==> src/rtl/recorder_pkg.sv <==
// Shared definitions for the record/playback sequencer: default widths,
// note RAM depth and the controller state encoding.
package recorder_pkg;

    localparam int RAM_DEPTH  = 64;
    localparam int ADDR_W_DEF = $clog2(RAM_DEPTH);
    localparam int DATA_W_DEF = 32;
    localparam int NOTE_W_DEF = 10;

    typedef enum logic [2:0] {
        ST_IDLE     = 3'd0,
        ST_REC_ARM  = 3'd1,
        ST_RECORD   = 3'd2,
        ST_PLAY_ARM = 3'd3,
        ST_PLAY     = 3'd4
    } state_t;

endpackage

==> src/rtl/note_seq_ptr.sv <==
// Write pointer, read pointer and recorded length for the note sequencer.
// The write pointer and length advance together once per completed write;
// the read pointer loops over 0 .. length-1.
module note_seq_ptr
    import recorder_pkg::*;
#(
    parameter int ADDR_W = ADDR_W_DEF
) (
    input  logic              clk,
    input  logic              reset,
    input  logic              wr_clr,
    input  logic              wr_inc,
    input  logic              rd_clr,
    input  logic              rd_inc,
    output logic [ADDR_W-1:0] wr_ptr,
    output logic [ADDR_W-1:0] rd_ptr,
    output logic [ADDR_W:0]   length
);

    logic [ADDR_W:0] last_idx;

    assign last_idx = length - (ADDR_W+1)'(1);

    // Write pointer and length: cleared when a new recording is armed.
    always_ff @(posedge clk) begin
        if (reset) begin
            wr_ptr <= '0;
            length <= '0;
        end else if (wr_clr) begin
            wr_ptr <= '0;
            length <= '0;
        end else if (wr_inc) begin
            wr_ptr <= wr_ptr + ADDR_W'(1);
            length <= length + (ADDR_W+1)'(1);
        end
    end

    // Read pointer: wraps after the last recorded note so playback loops.
    always_ff @(posedge clk) begin
        if (reset) begin
            rd_ptr <= '0;
        end else if (rd_clr) begin
            rd_ptr <= '0;
        end else if (rd_inc) begin
            if ({1'b0, rd_ptr} == last_idx) begin
                rd_ptr <= '0;
            end else begin
                rd_ptr <= rd_ptr + ADDR_W'(1);
            end
        end
    end

endmodule

==> src/rtl/record_play_ctrl.sv <==
// Record/playback controller for a beat-timed note sequence.
//
//  state    | meaning
//  ---------+----------------------------------------------------------
//  IDLE     | waiting for rec_req / play_req, RAM address parked at 0
//  REC_ARM  | recording armed, first beat starts the take (no write)
//  RECORD   | each beat writes note_in at the write pointer
//  PLAY_ARM | playback armed, first beat starts playback (no read)
//  PLAY     | each beat reads the next note, looping over the take
//
// A beat is sampled at a clock edge and the resulting RAM write or read
// occupies the following cycle, so ram_wren and ram_addr come straight from
// registers. The write pointer/length and the read pointer advance at the
// end of that access cycle. note_out loads the RAM data at the end of the
// read cycle (RAM data is valid one cycle after the address).
module record_play_ctrl
    import recorder_pkg::*;
#(
    parameter int ADDR_W = ADDR_W_DEF,
    parameter int DATA_W = DATA_W_DEF,
    parameter int NOTE_W = NOTE_W_DEF
) (
    input  logic              clk,
    input  logic              reset,
    input  logic              beat,
    input  logic              rec_req,
    input  logic              play_req,
    input  logic              stop_req,
    input  logic [NOTE_W-1:0] note_in,
    output logic [ADDR_W-1:0] ram_addr,
    output logic [DATA_W-1:0] ram_wdata,
    output logic              ram_wren,
    input  logic [DATA_W-1:0] ram_rdata,
    output logic [NOTE_W-1:0] note_out,
    output logic [ADDR_W:0]   length,
    output logic [2:0]        state
);

    localparam int              DEPTH    = 1 << ADDR_W;
    localparam logic [ADDR_W:0] LAST_LEN = (ADDR_W+1)'(DEPTH - 1);

    state_t              state_q;
    state_t              state_d;
    logic                wren_q;
    logic                rd_q;
    logic [DATA_W-1:0]   wdata_q;
    logic [NOTE_W-1:0]   note_q;

    logic                issue_wr;
    logic                issue_rd;
    logic                wr_clr;
    logic                rd_clr;
    logic                stop_hit;

    logic [ADDR_W-1:0]   wr_ptr;
    logic [ADDR_W-1:0]   rd_ptr;

    logic [DATA_W-NOTE_W-1:0] rdata_unused;

    assign rdata_unused = ram_rdata[DATA_W-1:NOTE_W];

    note_seq_ptr #(
        .ADDR_W (ADDR_W)
    ) u_ptr (
        .clk    (clk),
        .reset  (reset),
        .wr_clr (wr_clr),
        .wr_inc (wren_q),
        .rd_clr (rd_clr),
        .rd_inc (rd_q),
        .wr_ptr (wr_ptr),
        .rd_ptr (rd_ptr),
        .length (length)
    );

    // Next-state and access-issue decode; stop always beats a coincident beat.
    always_comb begin
        state_d  = state_q;
        issue_wr = 1'b0;
        issue_rd = 1'b0;
        wr_clr   = 1'b0;
        rd_clr   = 1'b0;
        stop_hit = 1'b0;
        case (state_q)
            ST_IDLE: begin
                if (rec_req) begin
                    state_d = ST_REC_ARM;
                    wr_clr  = 1'b1;
                end else if (play_req && (length != '0)) begin
                    state_d = ST_PLAY_ARM;
                    rd_clr  = 1'b1;
                end
            end
            ST_REC_ARM: begin
                if (stop_req) begin
                    state_d  = ST_IDLE;
                    stop_hit = 1'b1;
                end else if (beat) begin
                    state_d = ST_RECORD;
                end
            end
            ST_RECORD: begin
                if (stop_req) begin
                    state_d  = ST_IDLE;
                    stop_hit = 1'b1;
                end else if (wren_q && (length == LAST_LEN)) begin
                    // The write in flight fills the RAM.
                    state_d = ST_IDLE;
                end else if (beat) begin
                    issue_wr = 1'b1;
                end
            end
            ST_PLAY_ARM: begin
                if (stop_req) begin
                    state_d  = ST_IDLE;
                    stop_hit = 1'b1;
                end else if (beat) begin
                    state_d = ST_PLAY;
                end
            end
            ST_PLAY: begin
                if (stop_req) begin
                    state_d  = ST_IDLE;
                    stop_hit = 1'b1;
                end else if (beat) begin
                    issue_rd = 1'b1;
                end
            end
            default: begin
                state_d = ST_IDLE;
            end
        endcase
    end

    // State, access strobes, captured write data and the playback note.
    always_ff @(posedge clk) begin
        if (reset) begin
            state_q <= ST_IDLE;
            wren_q  <= 1'b0;
            rd_q    <= 1'b0;
            wdata_q <= '0;
            note_q  <= '0;
        end else begin
            state_q <= state_d;
            wren_q  <= issue_wr;
            rd_q    <= issue_rd;
            if (issue_wr) begin
                wdata_q <= DATA_W'(note_in);
            end
            if (stop_hit) begin
                note_q <= '0;
            end else if (rd_q) begin
                note_q <= ram_rdata[NOTE_W-1:0];
            end
        end
    end

    // RAM address follows the pointer owned by the active mode.
    always_comb begin
        ram_addr = '0;
        case (state_q)
            ST_REC_ARM, ST_RECORD: ram_addr = wr_ptr;
            ST_PLAY_ARM, ST_PLAY:  ram_addr = rd_ptr;
            default:               ram_addr = '0;
        endcase
    end

    assign ram_wren  = wren_q;
    assign ram_wdata = wdata_q;
    assign note_out  = note_q;
    assign state     = state_q;

endmodule

==> config.mk <==
export PLATFORM = sky130hd
export DESIGN_NAME = record_play_ctrl
export DESIGN_NICKNAME = d
export VERILOG_FILES = /design/src/rtl/recorder_pkg.sv /design/src/rtl/note_seq_ptr.sv /design/src/rtl/record_play_ctrl.sv
export SDC_FILE = /design/constraint.sdc
export NUM_CORES = 1
export LEC_CHECK = 0
export CORE_ASPECT_RATIO = 0.8
export CORE_MARGIN = 5
export CORE_UTILIZATION = 45
export CTS_CLUSTER_SIZE = 24
export DETAILED_ROUTE_END_ITERATION = 10
export PLACE_DENSITY = 0.88
export SLEW_MARGIN = 15
export SYNTH_ARGS = -nofsm -noshare
export SYNTH_HDL_FRONTEND = slang
export SYNTH_SLANG_ARGS = --single-unit
==> constraint.sdc <==
create_clock -name clk -period 4.87 [get_ports clk]
set_input_delay 0.974 -clock clk [delete_from_list [all_inputs] [get_ports clk]]
set_output_delay 0.974 -clock clk [all_outputs]
set_load 0.02 [all_outputs]
# ---- After elaboration in Yosys (flattened, before gate mapping)
# Cells that the tools add are included.
dict set report totals {
  output_inout_bits 59
  word_cells 59
  inputBits 48
  ff_bits 44
}
dict set report classes {
  n_addsub 4
  n_bitwise 1
  n_eq_ne 11
  n_mux 23
  n_reduce_logical 12
}
# op count
set ops {}
lappend ops {{two-way mux 3 bit} 9}
lappend ops {{case mux 3 bit (5 select lines)} 1}
lappend ops {{adder 6 x 1 -> 6 bit (second input constant)} 2}
lappend ops {{!= test 3 bit (second input constant)} 4}
lappend ops {{case mux 6 bit (2 select lines)} 1}
lappend ops {{two-way mux 1 bit} 11}
lappend ops {{OR reduction 2 bit} 5}
lappend ops {{adder 7 x 1 -> 7 bit (second input constant)} 1}
lappend ops {{== test 6 x 7 -> 1 bit} 1}
lappend ops {{== test 7 x 6 -> 1 bit (second input constant)} 1}
lappend ops {{nonzero test 7 bit} 1}
lappend ops {{subtractor 7 x 1 -> 7 bit (second input constant)} 1}
lappend ops {{== test 3 x 2 -> 1 bit (second input constant)} 2}
lappend ops {{two-way mux 6 bit} 1}
lappend ops {{AND reduction 5 bit} 1}
lappend ops {{OR reduction 4 bit} 1}
lappend ops {{== test 3 x 1 -> 1 bit (second input constant)} 1}
lappend ops {{== test 3 bit (second input constant)} 1}
lappend ops {{logical NOT 3 bit} 1}
lappend ops {{OR reduction 3 bit} 1}
lappend ops {{logical AND 1 bit} 2}
lappend ops {{!= test 2 bit (second input constant)} 1}
lappend ops {{inverter 1 bit} 1}

# ---- Depth between registers and ports, before layout
dict set report logic_depth {
  depth_word 6
  depth_mapped 6
  depth_no_buf 6
}

# ---- Hierarchy
# Synthesis repeated with hierarchy kept, for this count alone.
dict set report hier_totals {
  hier_cells 265
  hier_area_um2 2433.6
}
# mod instances cells_per_inst seq_area_each_um2 area_each_um2
set modules_own_cells {}
lappend modules_own_cells {record_play_ctrl 1 154 500.5 1421.4}
lappend modules_own_cells {note_seq_ptr 1 111 380.4 1012.2}

# ---- Least setup slack after synthesis
# No wires, ideal clock.
dict set report synth_timing {
  path_kind {register to output}
  startpoint {reg state_q[0], in the netlist state[0]}
  endpoint {out ram_addr[2]}
  path_buffers 1
  path_stages_with_launch 5
  setup_slack_ps 2264
  arrival_ps 1632
  t_required_ps 3896
  cell_sequence {dfxtp_1 clkbuf_1 xor2_1 a22oi_1 o21ai_0}
}
dict set report synth_via {
  elab_chain_cells 3
  elab_cells_between_ends 7
  cone_classes {4 x eq/ne; 1 x mux; 2 x reduce/logical}
}
# element line
set synth_rtl {}
lappend synth_rtl {{from (decl)} record_play_ctrl.sv:42} ;# state_t state_q;
lappend synth_rtl {{from (signal assigned)} record_play_ctrl.sv:144} ;# state_q <= state_d;
lappend synth_rtl {{== test 3 x 2 -> 1 bit (tied with other cells)} record_play_ctrl.sv:161} ;# case (state_q)
lappend synth_rtl {{OR reduction 2 bit} record_play_ctrl.sv:161}
lappend synth_rtl {{case mux 6 bit (2 select lines) *} record_play_ctrl.sv:161}
lappend synth_rtl {{to (decl)} record_play_ctrl.sv:30} ;# output logic [ADDR_W-1:0] ram_addr,
# Mark *: on every way between the ends. The rest lies on a longest branch, timed or not.

# ---- Worst setup path after layout
dict set report layout_timing {
  startpoint {reg state_q[2], in the netlist state[2]}
  endpoint {out ram_addr[3]}
}
# Same word-level chain as after synthesis.

==> metrics.yaml <==
routing:
  finalWirelength_um: 5270
  first_iter_violations: 113
  first_pass_iters: 4
  via_per_inst: 5.22
  via_count: 1954
  wl_per_cell_um: 14.1
  drc: 0
  ant_nets: 0
critical_path:
  r2r_cells: 4
  crit_family: "flip-flops"
  cp-end-kind: "primary output"
  cp_cell_sequence: "or3b_2 -> o21ai_0 -> a22o_1 -> clkdlybuf4s50_1"
  slowest_stage: "dfxtp_1"
  cp.buffers_inverters: 1
  path_max_fanout: 17
  critPathKind: "register to primary output"
  critPathLaunchType: "register"
  crit_required_ns: 3.90
  crit_cells: 4
  cp_slowest_stage_delay_ns: 0.61
  cp.arrival_ns: 2.40
grt:
  grt_max_degree: 26
  grt-ovfl-total: 0
  antenna_found_initial: 0
  grt_pass1_vias: 1843
  grt_usage_pct: 14.9
  grt_pass1_wl_um: 8360
layout:
  nNetsFinal: 364
  fillCellCount: 440
  syn2layout_area_growth_pct: 27.0
  drive_gt1_share_pct: 5.45
  diodes: 0
synth:
  ys_ff_latch: 44
  yosysMostFrequentCell: "dfxtp_1"
  yosys-top-cells-area: "dfxtp_1, mux2i_1, buf_4, nor2_1, xor2_1"
  synth_warnings: 0
  ys.flop_type: "dfxtp_1"
  yosysTopAreaCellShare_pct: 37.5
  synth_area_per_cell_um2: 9.11
  async_flop_share_pct: 0
  syn_inst: 258
  ys_types: 42
  synth_edf_count: 0
  yosys.area.top_type: "dfxtp_1"
  ys_seq_area_share_pct: 37.5
  synth_area_mm2: 0.00235
  synthTopCellsByCount: "dfxtp_1, nor2_1, mux2i_1"
timing:
  finalSetupTns_ns: 0
  relSlewSlack_pct: 26.8
  fin_crit_ns: 3.38
  worst_slew_pin_slew_ns: 1.10
  rsz0062_at_grt: "false"
  hold-worst-slack_ns: 0.498
  timing_hold_violations_final: 0
  max_freq_mhz: 296
  setup_violations: 0
  slew_viol_final: 0
  finClkSkew_ns: 0.0126
  min_period_over_period_pct: 69.3
clocking:
  post_cts_buffers: 0
  htree_levels: 2
  cts_root_buf: "clkbuf_8"
  cts_made_buffers: 5
  insertion_delay_ns: 0.29
  clock_sinks: 44
  ctsHoldBuffers: 0
  cts_resized: 0
  clkTransAtPathRegs_ns: 0.08
  clockBufferDepth: 2
  cts_tree: "done"
place:
  place_congestion: 0.818
  dpl.hpwl_um: 3880
  port_buffers: 62
run_status:
  status: "completed"
floorplan:
  die-area_mm2: 0.00678
  fp.dieH_um: 74.6
  io_pins: 107
  row_count: 23
  die_w_um: 90.8
  initial_core_util_pct: 46.7
  core_area_mm2: 0.00504
run:
  maxCapViolCount: 0
worst_hold_path:
  worst_hold_path.num_cells: 2
  hold_class: "register to register"
power_and_ir_drop:
  powerDensity_mw_per_mm2: 278
  ir_worst_vdd_mv: 0.184
  power_leakage_uw: 0.00115
  finalPower_uw: 830
==> power by group <==
part           switching (uW)  leakage [uW]  internal, uW
Clock                     124     0.0000479           100
Combinational             110      0.000745          89.7
Sequential               32.9      0.000355           373
Total                     267       0.00115           563
==> registers in the layout, summed over array words and instances (netlist names) <==
name,cells
note_out,10
rd_q,1
u_ptr.wr_ptr,6
u_ptr.length,7
ram_wren,1
u_ptr.rd_ptr,6
ram_wdata,10
state,3
==> layer usage <==
layer | track usage [%] | wire length (um) | vias to the layer above
li1 | - | - | 957
met3 | 3.90 | 419 | 4
met5 | 0 | 0 | -
met2 | 26.3 | 2620 | 59
met1 | 18.1 | 2180 | 934
met4 | 4.89 | 50 | 0
==> cell usage in the layout (no fill, tap or decap), drive strengths merged, types with 2 or more instances in the layout <==
master / count
or3: 5
a2111oi: 6
a211oi: 3
clkinv: 3
conb: 22
o21ai: 10
clkbuf: 5
o211ai: 2
inv: 6
nor2: 33
nand3: 2
clkdlybuf4s50: 62
xor2: 13
a22o: 3
nand4: 7
a22oi: 3
dfxtp: 44
nor2b: 2
mux2i: 26
ha: 5
or3b: 2
or4: 4
nand2: 12
a21oi: 4
nor3: 3
xnor2: 8
nand2b: 5
nor3b: 2
==> logic make-up after synthesis <==
| logic type | count (synthesis) | share of synthesized area (%) |
|---|---|---|
| AOI/OAI and AO/OA | 38 | 12.2 |
| and+or+nand+nor | 80 | 17.0 |
| xor gates and xnor gates | 21 | 7.83 |
| DFF | 44 | 37.5 |
| adders and majority gates | 5 | 2.66 |
| buffers and inverters | 43 | 11.5 |
| other | 1 | 0.160 |
| muxes | 26 | 11.1 |
==> area by class of cell <==
class / count / area, um2 / area share [%]
clock buffers: 5 / 68.8 / 2.31
clock inverters: 3 / 18.8 / 0.629
well taps: 62 / 77.6 / 2.60
repair buffers: 62 / 621 / 20.8
inverters: 6 / 22.5 / 0.755
multi-input cells: 192 / 1290 / 43.4
flip-flops and latches: 44 / 881 / 29.5
==> path summary, 6_finish.rpt <==
kind	start	to	slack [ns]
setup reg to reg	ram_wren	ram_wdata[9]	2.58
hold reg to reg	u_ptr.wr_ptr[5]	u_ptr.wr_ptr[5]	0.50
hold / removal	u_ptr.wr_ptr[5]	u_ptr.wr_ptr[5]	0.50
setup / recovery	state[2]	ram_addr[3]	1.49
==> metrics by stage <==
stage	std cells	instance area, um2	setup WS [ns]	utilization (%)
2_1_floorplan	279	2430	2.26	-
3_3_place_gp	366	2890	1.84	57.3
3_5_place_dp	366	2890	1.81	57.3
4_1_cts	374	2970	1.50	59.1
5_1_grt	374	2980	1.36	59.3
6_report	374	2980	1.49	59.3
==> worst register-to-register path: stages, from the launching register on <==
cell and delay, ns:
dfxtp_1 0.65, nand4_1 0.39, o311ai_4 0.76, mux2i_1 0.28, nor2_1 0.06
(Power assumes the default switching activity.)
